**src/rtl/md_pkg.sv**
```systemverilog
// Shared encodings for the EX-stage multiply/divide sequencer.
package md_pkg;

    localparam int MD_WIDTH = 32;

    // Op code carried from ID/EX alongside the ALU operands.
    typedef enum logic [2:0] {
        MD_NONE  = 3'd0,
        MD_MULT  = 3'd1,
        MD_MULTU = 3'd2,
        MD_DIV   = 3'd3,
        MD_DIVU  = 3'd4,
        MD_MFHI  = 3'd5,
        MD_MFLO  = 3'd6,
        MD_MT    = 3'd7
    } md_op_e;

    // Sequencer state; anything other than S_IDLE means the unit is busy.
    typedef enum logic [1:0] {
        S_IDLE = 2'd0,
        S_MUL  = 2'd1,
        S_DIV  = 2'd2,
        S_DONE = 2'd3
    } md_state_e;

    // Signed ops work on magnitudes and fix the sign up at the end.
    function automatic logic op_is_signed(md_op_e op);
        return (op == MD_MULT) || (op == MD_DIV);
    endfunction

endpackage

```
**src/rtl/md_iter_core.sv**
```systemverilog
// Iterative datapath: one shift-add multiply step or one restoring divide
// step per cycle on a 2*WIDTH register, plus the step counter.
// Multiply: acc = {partial product, multiplier}; divide: acc = {remainder, quotient}.
module md_iter_core
    import md_pkg::*;
#(
    parameter int WIDTH = MD_WIDTH
) (
    input  logic               clk,
    input  logic               rst,
    input  logic               start,
    input  logic               start_div,
    input  logic               step,
    input  logic [WIDTH-1:0]   a,
    input  logic [WIDTH-1:0]   b,
    output logic [2*WIDTH-1:0] acc,
    output logic               done
);

    logic [WIDTH-1:0] divisor;
    logic             mode_div;
    logic [5:0]       count;
    logic [WIDTH:0]   mul_sum;
    logic [WIDTH:0]   rem_shift;
    logic [WIDTH:0]   diff;

    // Per-step arithmetic: conditional add for multiply, trial subtract for divide.
    always_comb begin
        mul_sum   = {1'b0, acc[2*WIDTH-1:WIDTH]} + (acc[0] ? {1'b0, divisor} : {(WIDTH+1){1'b0}});
        rem_shift = {acc[2*WIDTH-1:WIDTH], acc[WIDTH-1]};
        diff      = rem_shift - {1'b0, divisor};
    end

    // done marks the step that completes the operation.
    assign done = step && (count == 6'(WIDTH-1));

    // Accumulator, divisor and counter registers.
    always_ff @(posedge clk) begin
        if (rst) begin
            acc      <= '0;
            divisor  <= '0;
            mode_div <= 1'b0;
            count    <= '0;
        end else if (start) begin
            acc      <= {{WIDTH{1'b0}}, a};
            divisor  <= b;
            mode_div <= start_div;
            count    <= '0;
        end else if (step) begin
            count <= count + 6'd1;
            if (mode_div) begin
                // A non-negative trial difference means the divisor fits: keep it, quotient bit 1.
                if (!diff[WIDTH])
                    acc <= {diff[WIDTH-1:0], acc[WIDTH-2:0], 1'b1};
                else
                    acc <= {rem_shift[WIDTH-1:0], acc[WIDTH-2:0], 1'b0};
            end else begin
                acc <= {mul_sum, acc[WIDTH-1:1]};
            end
        end
    end

endmodule

```
**src/rtl/ex_muldiv_ctrl.sv**
```systemverilog
// EX-stage multiply/divide sequencer: owns HI/LO, runs the iterative core,
// serves MF/MT and requests pipeline stalls for md ops that arrive while busy.
// Handshake: an md op is valid when MdOp_ex != NONE and not flushed; it is
// accepted in the cycle it is valid with the unit idle. While the unit is
// busy a valid op raises Stall_md and the pipeline re-presents it each cycle.
module ex_muldiv_ctrl
    import md_pkg::*;
#(
    parameter int WIDTH = MD_WIDTH
) (
    input  logic             clk,
    input  logic             rst,
    input  logic [2:0]       MdOp_ex,
    input  logic             MdSelLo_ex,
    input  logic             Flush_ex,
    input  logic [WIDTH-1:0] A_ex,
    input  logic [WIDTH-1:0] B_ex,
    output logic             Stall_md,
    output logic             Busy_md,
    output logic [WIDTH-1:0] MdResult_ex,
    output logic [WIDTH-1:0] Hi,
    output logic [WIDTH-1:0] Lo
);

    md_op_e    op;
    md_state_e state, state_next;
    logic      valid;
    logic      start, start_div, step, hilo_wr, mt_wr;
    logic      core_done;
    logic [2*WIDTH-1:0] acc;

    logic      sign_a, sign_b;
    logic [WIDTH-1:0] a_mag, b_mag;
    logic      neg_res, neg_rem, b_zero, op_div;

    logic [2*WIDTH-1:0] mul_fix;
    logic [WIDTH-1:0]   quo, rem, fin_hi, fin_lo;

    assign op    = md_op_e'(MdOp_ex);
    assign valid = (op != MD_NONE) && !Flush_ex;

    assign Busy_md  = (state != S_IDLE);
    assign Stall_md = valid && (state != S_IDLE);

    // Signed ops hand magnitudes to the core; signs are recorded at accept.
    always_comb begin
        sign_a = op_is_signed(op) && A_ex[WIDTH-1];
        sign_b = op_is_signed(op) && B_ex[WIDTH-1];
        a_mag  = sign_a ? (~A_ex + 1'b1) : A_ex;
        b_mag  = sign_b ? (~B_ex + 1'b1) : B_ex;
    end

    // Next-state, core control and MF result mux.
    always_comb begin
        state_next  = state;
        start       = 1'b0;
        start_div   = 1'b0;
        step        = 1'b0;
        hilo_wr     = 1'b0;
        mt_wr       = 1'b0;
        MdResult_ex = '0;
        case (state)
            S_IDLE: begin
                if (valid) begin
                    case (op)
                        MD_MULT, MD_MULTU: begin
                            start      = 1'b1;
                            state_next = S_MUL;
                        end
                        MD_DIV, MD_DIVU: begin
                            start      = 1'b1;
                            start_div  = 1'b1;
                            state_next = S_DIV;
                        end
                        MD_MFHI: MdResult_ex = Hi;
                        MD_MFLO: MdResult_ex = Lo;
                        MD_MT:   mt_wr = 1'b1;
                        default: ;
                    endcase
                end
            end
            S_MUL, S_DIV: begin
                step = 1'b1;
                if (core_done)
                    state_next = S_DONE;
            end
            S_DONE: begin
                hilo_wr    = 1'b1;
                state_next = S_IDLE;
            end
            default: state_next = S_IDLE;
        endcase
    end

    // Sign correction of the raw core result. A zero divisor keeps the
    // all-ones quotient; the remainder always takes the dividend's sign.
    always_comb begin
        mul_fix = neg_res ? (~acc + 1'b1) : acc;
        quo     = acc[WIDTH-1:0];
        rem     = acc[2*WIDTH-1:WIDTH];
        if (op_div) begin
            fin_lo = (neg_res && !b_zero) ? (~quo + 1'b1) : quo;
            fin_hi = neg_rem ? (~rem + 1'b1) : rem;
        end else begin
            fin_lo = mul_fix[WIDTH-1:0];
            fin_hi = mul_fix[2*WIDTH-1:WIDTH];
        end
    end

    // State register.
    always_ff @(posedge clk) begin
        if (rst)
            state <= S_IDLE;
        else
            state <= state_next;
    end

    // Sign/kind flags captured when an op is accepted.
    always_ff @(posedge clk) begin
        if (rst) begin
            neg_res <= 1'b0;
            neg_rem <= 1'b0;
            b_zero  <= 1'b0;
            op_div  <= 1'b0;
        end else if (start) begin
            neg_res <= sign_a ^ sign_b;
            neg_rem <= sign_a;
            b_zero  <= (B_ex == '0);
            op_div  <= start_div;
        end
    end

    // HI/LO: written by DONE or by MTHI/MTLO; the two never coincide.
    always_ff @(posedge clk) begin
        if (rst) begin
            Hi <= '0;
            Lo <= '0;
        end else if (hilo_wr) begin
            Hi <= fin_hi;
            Lo <= fin_lo;
        end else if (mt_wr) begin
            if (MdSelLo_ex)
                Lo <= A_ex;
            else
                Hi <= A_ex;
        end
    end

    md_iter_core #(.WIDTH(WIDTH)) u_core (
        .clk       (clk),
        .rst       (rst),
        .start     (start),
        .start_div (start_div),
        .step      (step),
        .a         (a_mag),
        .b         (b_mag),
        .acc       (acc),
        .done      (core_done)
    );

endmodule

```
**config.mk**
```make
export PLATFORM = sky130hd
export DESIGN_NAME = ex_muldiv_ctrl
export DESIGN_NICKNAME = d
export VERILOG_FILES = /design/src/rtl/md_pkg.sv /design/src/rtl/md_iter_core.sv /design/src/rtl/ex_muldiv_ctrl.sv
export SDC_FILE = /design/constraint.sdc
export NUM_CORES = 1
export LEC_CHECK = 0
export CAP_MARGIN = 25
export CORE_AREA = 2 2 176 178
export CTS_CLUSTER_SIZE = 16
export DETAILED_ROUTE_END_ITERATION = 8
export DIE_AREA = 0 0 178 180
export DONT_BUFFER_PORTS = 1
export SETUP_SLACK_MARGIN = 0.2
export SLEW_MARGIN = 15
export SYNTH_ARGS = -nofsm -noshare
export SYNTH_HDL_FRONTEND = slang
export SYNTH_SLANG_ARGS = --single-unit
```
**constraint.sdc**
```tcl
create_clock -name clk -period 3.7 [get_ports clk]
set_input_delay 0.74 -clock clk [delete_from_list [all_inputs] [get_ports clk]]
set_output_delay 0.74 -clock clk [all_outputs]
set_load 0.02 [all_outputs]
```
# Word-level counts from Yosys, hierarchy flattened
# Cells that the tools add are included.
# totals
register_bits	172
inputBits	71
out_inout_bits	98
# op_classes
addsub	8
eq_ne	15
mux	36
bitwise	6
n_reduce_logical	24
# op_table
cell	count
32-bit 2-to-1 mux	17
64-bit 2-to-1 mux	3
32-bit by 1-bit adder with 32-bit output, second input constant	4
32-bit inverter	4
64-bit by 1-bit adder with 64-bit output, second input constant	1
64-bit inverter	1
32-bit case mux with 2 select lines	1
32-bit by 32-bit adder with 33-bit output	1
33-bit by 32-bit subtractor with 33-bit output	1
32-bit zero test	1
3-bit == test, second input constant	4
1-bit 2-to-1 mux	11
2-bit nonzero test	4
2-bit OR reduction	4
6-bit by 1-bit adder with 6-bit output, second input constant	1
3-bit by 2-bit == test with 1-bit output, second input constant	2
6-bit by 5-bit == test with 1-bit output, second input constant	1
1-bit logical AND	6
2-bit case mux with 3 select lines	1
2-bit == test, second input constant	2
2-bit 2-to-1 mux	2
2-bit != test, second input constant	2
2-bit case mux with 2 select lines	1
2-bit AND reduction	2
11 further kinds	12

# Longest topological paths before layout
# Gate-level depths: netlist of run 1.
# depth
depth_word	6
mapped_depth	14
depth_no_buf	12

# By module
# Synthesis of run 1 repeated with hierarchy kept, for this count alone.
# unflattened
cells_unflattened	1931
area_unflattened_um2	14876.8
# by_module_without_submodules
mod	n_inst	cells_per_inst	area_each_um2
md_iter_core	1	1037	8229.1
ex_muldiv_ctrl	1	894	6647.6

# Least setup slack after synthesis of run 1
# OpenSTA, ideal clock, no wires.
# synth_path
kind	register to register
startpoint	reg u_core.acc[32]
endpoint	reg u_core.acc[36]
setup_ps	137
arrival_ps	2904
setup_slack_ps	659
stages_incl_launch_ff	13
path_cell_list	dfxtp_1 inv_1 fa_1 nor2b_1 o211ai_1 a21o_1 a31oi_2 a21oi_2 o211ai_2 buf_2 mux2_2 a21oi_1 a211oi_1
# synth_between
elab_chain_len	3
elab_cells_between_ends	4
classes_between	add/sub: 2; mux: 2
# synth_lines
element	line	rtl
start: declaration	md_iter_core.sv:16	output logic [2*WIDTH-1:0] acc,
start signal: assignment	md_iter_core.sv:45	acc <= {{WIDTH{1'b0}}, a};
start signal: assignment	md_iter_core.sv:54	acc <= {diff[WIDTH-1:0], acc[WIDTH-2:0], 1'b1};
start signal: assignment	md_iter_core.sv:56	acc <= {rem_shift[WIDTH-1:0], acc[WIDTH-2:0], 1'b0};
33-bit by 32-bit subtractor with 33-bit output	md_iter_core.sv:31	diff = rem_shift - {1'b0, divisor};
64-bit 2-to-1 mux	md_iter_core.sv:53	if (!diff[WIDTH])
64-bit 2-to-1 mux (*)	md_iter_core.sv:51	if (mode_div) begin
# Every way passes the cells marked *; elsewhere a longest branch is shown, timed or not.
# A chain may end at the register's enable or synchronous reset.

# Worst setup path after layout of run 1
# layout_path
startpoint	reg u_core.acc[31]
endpoint	reg u_core.acc[55]
# layout_between
elab_chain_len	3
# layout_lines
element	line
33-bit by 32-bit subtractor with 33-bit output	md_iter_core.sv:31
64-bit 2-to-1 mux	md_iter_core.sv:53
64-bit 2-to-1 mux	md_iter_core.sv:51
# No other way between the ends.

==> run_results.csv, run 1 <==
group,metric,value,unit
status,status,"finished, final reports clean",
logic_synthesis,synth_edf_count,0,
die,rows,64,
min_path,holdCritStartpoint,"rst",
timing,setup_viol,0,
logic_synthesis,ys_async_sr_fraction,0,%
grt,grt_max_degree,137,
timing,slew_viol_final,0,
timing,fin_crit,3.37,ns
placement,dp_cells,2317,
detailed_routing,drc,0,
finish,stdcell_count,2355,
logic_synthesis,synth_cell_types,82,
detailed_routing,final_antenna_net_count,0,
worst_setup_path,reg2reg_depth,14,
worst_setup_path,start_kind,"flop",
logic_synthesis,netlist_area,0.0148,mm²
logic_synthesis,yosysSeqAreaShare,23.2,%
finish,final_common_cell,"nor2_1",
die,start_util,49.1,%
cts,cts_root_buf,"clkbuf_16",
detailed_routing,routedWlPerCell,21.3,µm
worst_setup_path,cpMostUsedCell,"a211oi_1",
grt,overflow,0,
timing,final.period_utilization,91.1,%
worst_setup_path,max_stage_delay,0.43,ns
die,core,0.0302,mm²
timing,hold_violations,0,
die,dieArea,0.0320,mm²
logic_synthesis,syn_area_per_cell,7.49,µm²
worst_setup_path,crit_family,"compound AO/OA/AOI/OAI gates",
min_path,hp-class,"in -> reg",
power,ir_drop,0.612,mV
logic_synthesis,synthCells,1981,
timing,slew_headroom,40.5,%
finish,most-common-layout-cells,"nor2_1, a21oi_1, dfxtp_1",
placement,place.gp.congestion,0.987,
logic_synthesis,synth_nets,2126,
finish,fin_util,53.8,%
logic_synthesis,synth-main-ff-cell,"dfxtp_1",
logic_synthesis,ys_ff_latch,172,
grt,track_usage,30.6,%
flow_run,cap_violations,0,
timing,fmax,297,MHz
timing,worst_pin_slew,0.893,ns
placement,dpl.hpwl,37700,µm
worst_setup_path,required,4.07,ns
detailed_routing,viasPerCell,6.23,
worst_setup_path,worstSetupPathType,"reg -> reg",
worst_setup_path,crit_buf_inv,3,
detailed_routing,vias,14700,
detailed_routing,drtPass1Iterations,5,
worst_setup_path,reg2reg_slack,0.33,ns
cts,htree_levels,4,
min_path,holdPathStages,1,
grt,grt_pass1_vias,13700,
detailed_routing,wirelength,50100,µm
cts,cts.sinks,172,
die,die_y,180,µm
detailed_routing,first_iter_violations,1222,
power,p_per_area,869,mW/mm²
worst_setup_path,arrival,3.74,ns
worst_setup_path,end_kind,"flop",
cts,cts_tree,"yes",
placement,portBuffers,0,
worst_setup_path,rr_startpoint,"u_core.acc[31]$_SDFFE_PP0P_",
finish,n_antenna_cell,0,
min_path,holdPathEnd,"u_core.divisor[30]$_SDFFE_PP0P_",
worst_setup_path,r2r_end,"u_core.acc[55]$_SDFFE_PP0N_",
timing,rsz0062_at_grt,"yes",
cts,insertion_delay,0.46,ns
finish,fin_nets,2092,
worst_setup_path,crit_fanout,14,
cts,cts_buffers,17,
cts,clk_path_buf_depth,2,
cts,clkTransAtPathRegs,0.07,ns
logic_synthesis,ys_warn_count,0,
power,p_leak,6.48,nW
grt,grt_pass1_wl,76900,µm
timing,clock_skew,0.00935,ns
grt,antenna_found_initial,0,
worst_setup_path,critPathSlowestCell,"a2111oi_1",
worst_setup_path,crit_path_cell_trace,"inv_1 -> ha_1 -> fa_1 -> nor2b_2 -> o211ai_1 -> a21o_1 -> a31oi_4 -> a211o_1 -> o211ai_4 -> buf_12 -> buf_4 -> a2111oi_1 -> a211oi_1 -> a211oi_1",
finish,final_layout_size_suffix_gt1_share,9.04,%
timing,setup_tns,0,ns
die,die_w,178,µm
die,num_io_pins,169,
finish,area_growth,9.45,%
cts,holdBufCountCts,0,
cell type report:
class / count / area, µm²
fillers: 2988 / 13900
clock buffers: 20 / 467
well taps: 396 / 495
inverters: 70 / 267
repair buffers: 79 / 673
multi-input cells: 1607 / 10700
clock inverters: 11 / 166
flip-flops and latches: 172 / 3450
metrics by stage:
step / worst slack (ns) / cell area [µm²] / hold slack, ns / power (mW)
floorplan: 0.659 / 14800 / 0.432 / 9.06
global placement: 0.0861 / 15500 / 0.437 / 11.6
detailed placement: 0.0270 / 15500 / 0.443 / 11.6
CTS: 0.202 / 16100 / 0.337 / 13.8
global route: 0.124 / 16200 / 0.333 / 15.0
finish: 0.330 / 16200 / 0.352 / 14.1
worst max-delay path by stage:
stage / start / to / depth (start not counted)
finish: u_core.acc[31]$_SDFFE_PP0P_ / u_core.acc[55]$_SDFFE_PP0N_ / 14
CTS: u_core.acc[31]$_SDFFE_PP0P_ / u_core.acc[55]$_SDFFE_PP0N_ / 14
detailed placement: u_core.acc[31]$_SDFFE_PP0P_ / u_core.acc[39]$_SDFFE_PP0N_ / 12
floorplan: u_core.acc[32]$_SDFFE_PP0N_ / u_core.acc[36]$_SDFFE_PP0N_ / 12
global placement: u_core.acc[31]$_SDFFE_PP0P_ / u_core.acc[39]$_SDFFE_PP0N_ / 12
global route: u_core.acc[31]$_SDFFE_PP0P_ / u_core.acc[55]$_SDFFE_PP0N_ / 14
timing repair:
item	CTS	global route
endpoints found under the hold margin	0	0
gates cloned	0	1
pin swaps	1	1
endpoints found under the setup margin	20	17
resized for setup	1	19
buffers inserted	3	3
logic make-up (layout without fill, tap and decap cells):
group / Yosys count / after routing / synth area share [%]
and+or+nand+nor: 637 / 637 / 20.4
buffers and inverters: 202 / 180 / 5.20
DFF: 172 / 172 / 23.2
muxes: 94 / 94 / 6.44
xor gates and xnor gates: 170 / 170 / 10.0
adders and majority gates: 74 / 74 / 6.34
AOI/OAI and AO/OA: 632 / 632 / 28.3
cells in the mapped netlist (all sizes together), types with 12 or more instances:
cell type / n / share of area [%]
a211oi: 161 / 8.1
a21o: 30 / 1.5
a21oi: 179 / 6.1
a22oi: 35 / 1.8
a31oi: 15 / 0.67
and2: 13 / 0.55
and3: 15 / 0.64
buf: 18 / 0.55
clkbuf: 114 / 2.9
dfxtp: 172 / 23
ha: 72 / 6.1
inv: 70 / 1.8
mux2: 12 / 0.91
mux2i: 82 / 5.5
nand2: 108 / 2.7
nand2b: 18 / 0.76
nand3: 22 / 0.74
nor2: 304 / 7.7
nor2b: 36 / 1.5
nor3: 41 / 1.6
nor4: 21 / 1.2
o211ai: 13 / 0.69
o21ai: 89 / 3.0
o31ai: 21 / 1.1
o41ai: 15 / 1.0
or3: 20 / 0.88
xnor2: 78 / 4.6
xor2: 92 / 5.4
state kept, by name (all words and copies together), names as in the netlist:
signal and cells:
Hi 32, Lo 32, b_zero 1, neg_rem 1
neg_res 1, state 2, u_core.acc 64, u_core.count 6
u_core.divisor 32, u_core.mode_div 1
power breakdown:
part           switching (mW)  internal [mW]  leakage (nW)
sequential              0.653           2.26          1.40
combinational            5.51           3.69          4.77
clock                   0.810           1.18         0.304
layer usage:
layer	vias to the layer above	share of wire (%)	wire, µm	GRT usage [%]
met1	6972	44	21900	40.4
met4	0	3.7	1830	12.0
met3	84	5.5	2750	3.85
li1	7132	-	-	-
met5	-	0	0	0
met2	488	47	23600	50.2
Power figures use the tool's default switching activity.
==> run 2: changes to the inputs <==
--- a/constraint.sdc
+++ b/constraint.sdc
@@ -3,2 +3,2 @@
 set_output_delay 0.74 -clock clk [all_outputs]
-set_load 0.02 [all_outputs]
+set_load 0.1 [all_outputs]
==> run_results.csv, run 2 (same netlist as run 1, synthesis figures left out) <==
group,metric,value,unit
die,die_y,180,µm
worst_setup_path,required,4.00,ns
cts,clk_path_buf_depth,2,
power,p_leak,6.99,nW
power,ir_drop,0.942,mV
worst_setup_path,reg2reg_slack,0.29,ns
cts,cts.sinks,172,
cts,htree_levels,4,
worst_setup_path,crit_start,"u_core.acc[0]$_SDFFE_PP0P_",
worst_setup_path,rr_startpoint,"u_core.acc[0]$_SDFFE_PP0P_",
worst_setup_path,start_kind,"flop",
worst_setup_path,crit_fanout,18,
die,start_util,49.1,%
timing,hold_violations,0,
grt,grt_pass1_wl,80300,µm
detailed_routing,first_iter_violations,1039,
detailed_routing,final_antenna_net_count,0,
timing,setup_tns,0,ns
worst_setup_path,arrival,3.72,ns
worst_setup_path,max_stage_delay,0.42,ns
timing,worst_pin_slew,1.00,ns
timing,clock_skew,0.0124,ns
die,rows,64,
die,die_w,178,µm
placement,place.gp.congestion,0.960,
detailed_routing,vias,15200,
power,p_per_area,879,mW/mm²
finish,area_growth,14.8,%
die,core,0.0302,mm²
worst_setup_path,worstSetupPathType,"reg -> reg",
detailed_routing,routedWlPerCell,21.3,µm
worst_setup_path,endpoint,"u_core.acc[60]$_SDFFE_PP0N_",
timing,rsz0062_at_grt,"yes",
status,status,"finished, final reports clean",
worst_setup_path,end_kind,"flop",
detailed_routing,wirelength,52300,µm
worst_setup_path,crit_family,"compound AO/OA/AOI/OAI gates",
detailed_routing,drc,0,
timing,final.period_utilization,92.2,%
finish,top_register,"u_core.acc",
cts,cts_buffers,17,
timing,setup_viol,0,
power,power,15.0,mW
timing,slew_headroom,32.9,%
min_path,hp-class,"in -> reg",
finish,final_layout_size_suffix_gt1_share,14.9,%
finish,design_area,0.0170,mm²
timing,fmax,293,MHz
grt,track_usage,31.9,%
placement,placed_cell_area,0.0163,mm²
placement,dpl.hpwl,39000,µm
placement,dp_cells,2413,
grt,overflow,0,
worst_setup_path,crit_path_cell_trace,"inv_1 -> buf_6 -> nor2_1 -> ha_1 -> a21oi_1 -> nor2_1 -> o21a_1 -> o41a_1 -> o211a_1 -> o311a_1 -> mux2i_1 -> a221oi_1 -> a21oi_1",
finish,fin_nets,2191,
finish,n_antenna_cell,0,
timing,slew_viol_final,0,
grt,grt_max_degree,137,
cts,clkTransAtPathRegs,0.07,ns
timing,fin_crit,3.41,ns
worst_setup_path,crit_buf_inv,2,
cts,insertion_delay,0.46,ns
grt,antenna_found_initial,0,
placement,portBuffers,0,
worst_setup_path,r2r_end,"u_core.acc[60]$_SDFFE_PP0N_",
finish,final_common_cell,"nor2_1",
finish,largest_register_ffs,64,
die,num_io_pins,169,
finish,stdcell_count,2455,
worst_setup_path,critPathSlowestCell,"o311a_1",
finish,most-common-layout-cells,"nor2_1, a21oi_1, dfxtp_1",
die,dieArea,0.0320,mm²
cts,cts_tree,"yes",
detailed_routing,viasPerCell,6.19,
cts,cts_root_buf,"clkbuf_16",
detailed_routing,drtPass1Iterations,5,
worst_setup_path,worst-path-stages,13,
flow_run,cap_violations,0,
grt,grt_pass1_vias,14500,
worst_setup_path,reg2reg_depth,13,
==> run 2: cell types whose count changed in the layout (fill, tap and decap cells not counted), sizes merged <==
cell and change:
buf +99, bufinv -2, clkinvlp -2, inv +2
clkbuf +1, clkinv +1, o211ai +1
==> run 2: area by class of cell <==
class                   count  area (µm²)
inverters                  70         263
fillers                  2887       13200
clock buffers              22         454
clock inverters            10         116
multi-input cells        1608       10800
flip-flops and latches    172        3450
repair buffers            177        1410
well taps                 396         495
==> run 2: metal layers <==
metal	GRT usage, %	vias up	part of all wire [%]
li1	-	7347	-
met1	41.8	7281	43
met2	53.0	490	48
met3	4.10	80	5.8
met4	12.1	0	3.0
met5	0	-	0
==> run 2: timing repair <==
item,CTS,global route
resized for setup,1,28
gates cloned,0,1
pin swaps,1,4
hold buffers,0,0
buffers inserted,2,7
setup endpoints to repair,14,30
==> run 2: how the worst min path moves through the flow <==
stage,from,end,slack (ns),cells after the start
6_report,rst,u_core.divisor[28]$_SDFFE_PP0P_,0.37,1
5_1_grt,rst,Lo[29]$_SDFFE_PP0P_,0.34,1
2_1_floorplan,u_core.divisor[31]$_SDFFE_PP0P_,u_core.divisor[31]$_SDFFE_PP0P_,0.43,2
3_3_place_gp,u_core.divisor[31]$_SDFFE_PP0P_,u_core.divisor[31]$_SDFFE_PP0P_,0.44,2
3_5_place_dp,u_core.divisor[31]$_SDFFE_PP0P_,u_core.divisor[31]$_SDFFE_PP0P_,0.45,2
4_1_cts,rst,u_core.acc[30]$_SDFFE_PP0P_,0.34,1
==> run 2: stage by stage <==
stage | util (%) | hold WS (ns) | setup slack, ns
4_1_cts | 55.9 | 0.338 | 0.192
2_1_floorplan | - | 0.432 | -0.0103
6_report | 56.4 | 0.365 | 0.290
3_3_place_gp | 53.9 | 0.437 | 0.0582
3_5_place_dp | 53.9 | 0.448 | 0.0715
5_1_grt | 56.4 | 0.340 | 0.150
==> run 2: report_power, final <==
| group | leakage (nW) | switching [mW] | internal, mW |
|---|---|---|---|
| combinational | 5.31 | 6.45 | 3.95 |
| sequential | 1.40 | 0.480 | 2.26 |
| clock | 0.274 | 0.814 | 1.01 |
==> run 3: changes to the inputs <==
Settings changed: SLEW_MARGIN 15 to unset.
==> results of run 3 <==
Final layout, timing and power as in run 2 (identical DEF).
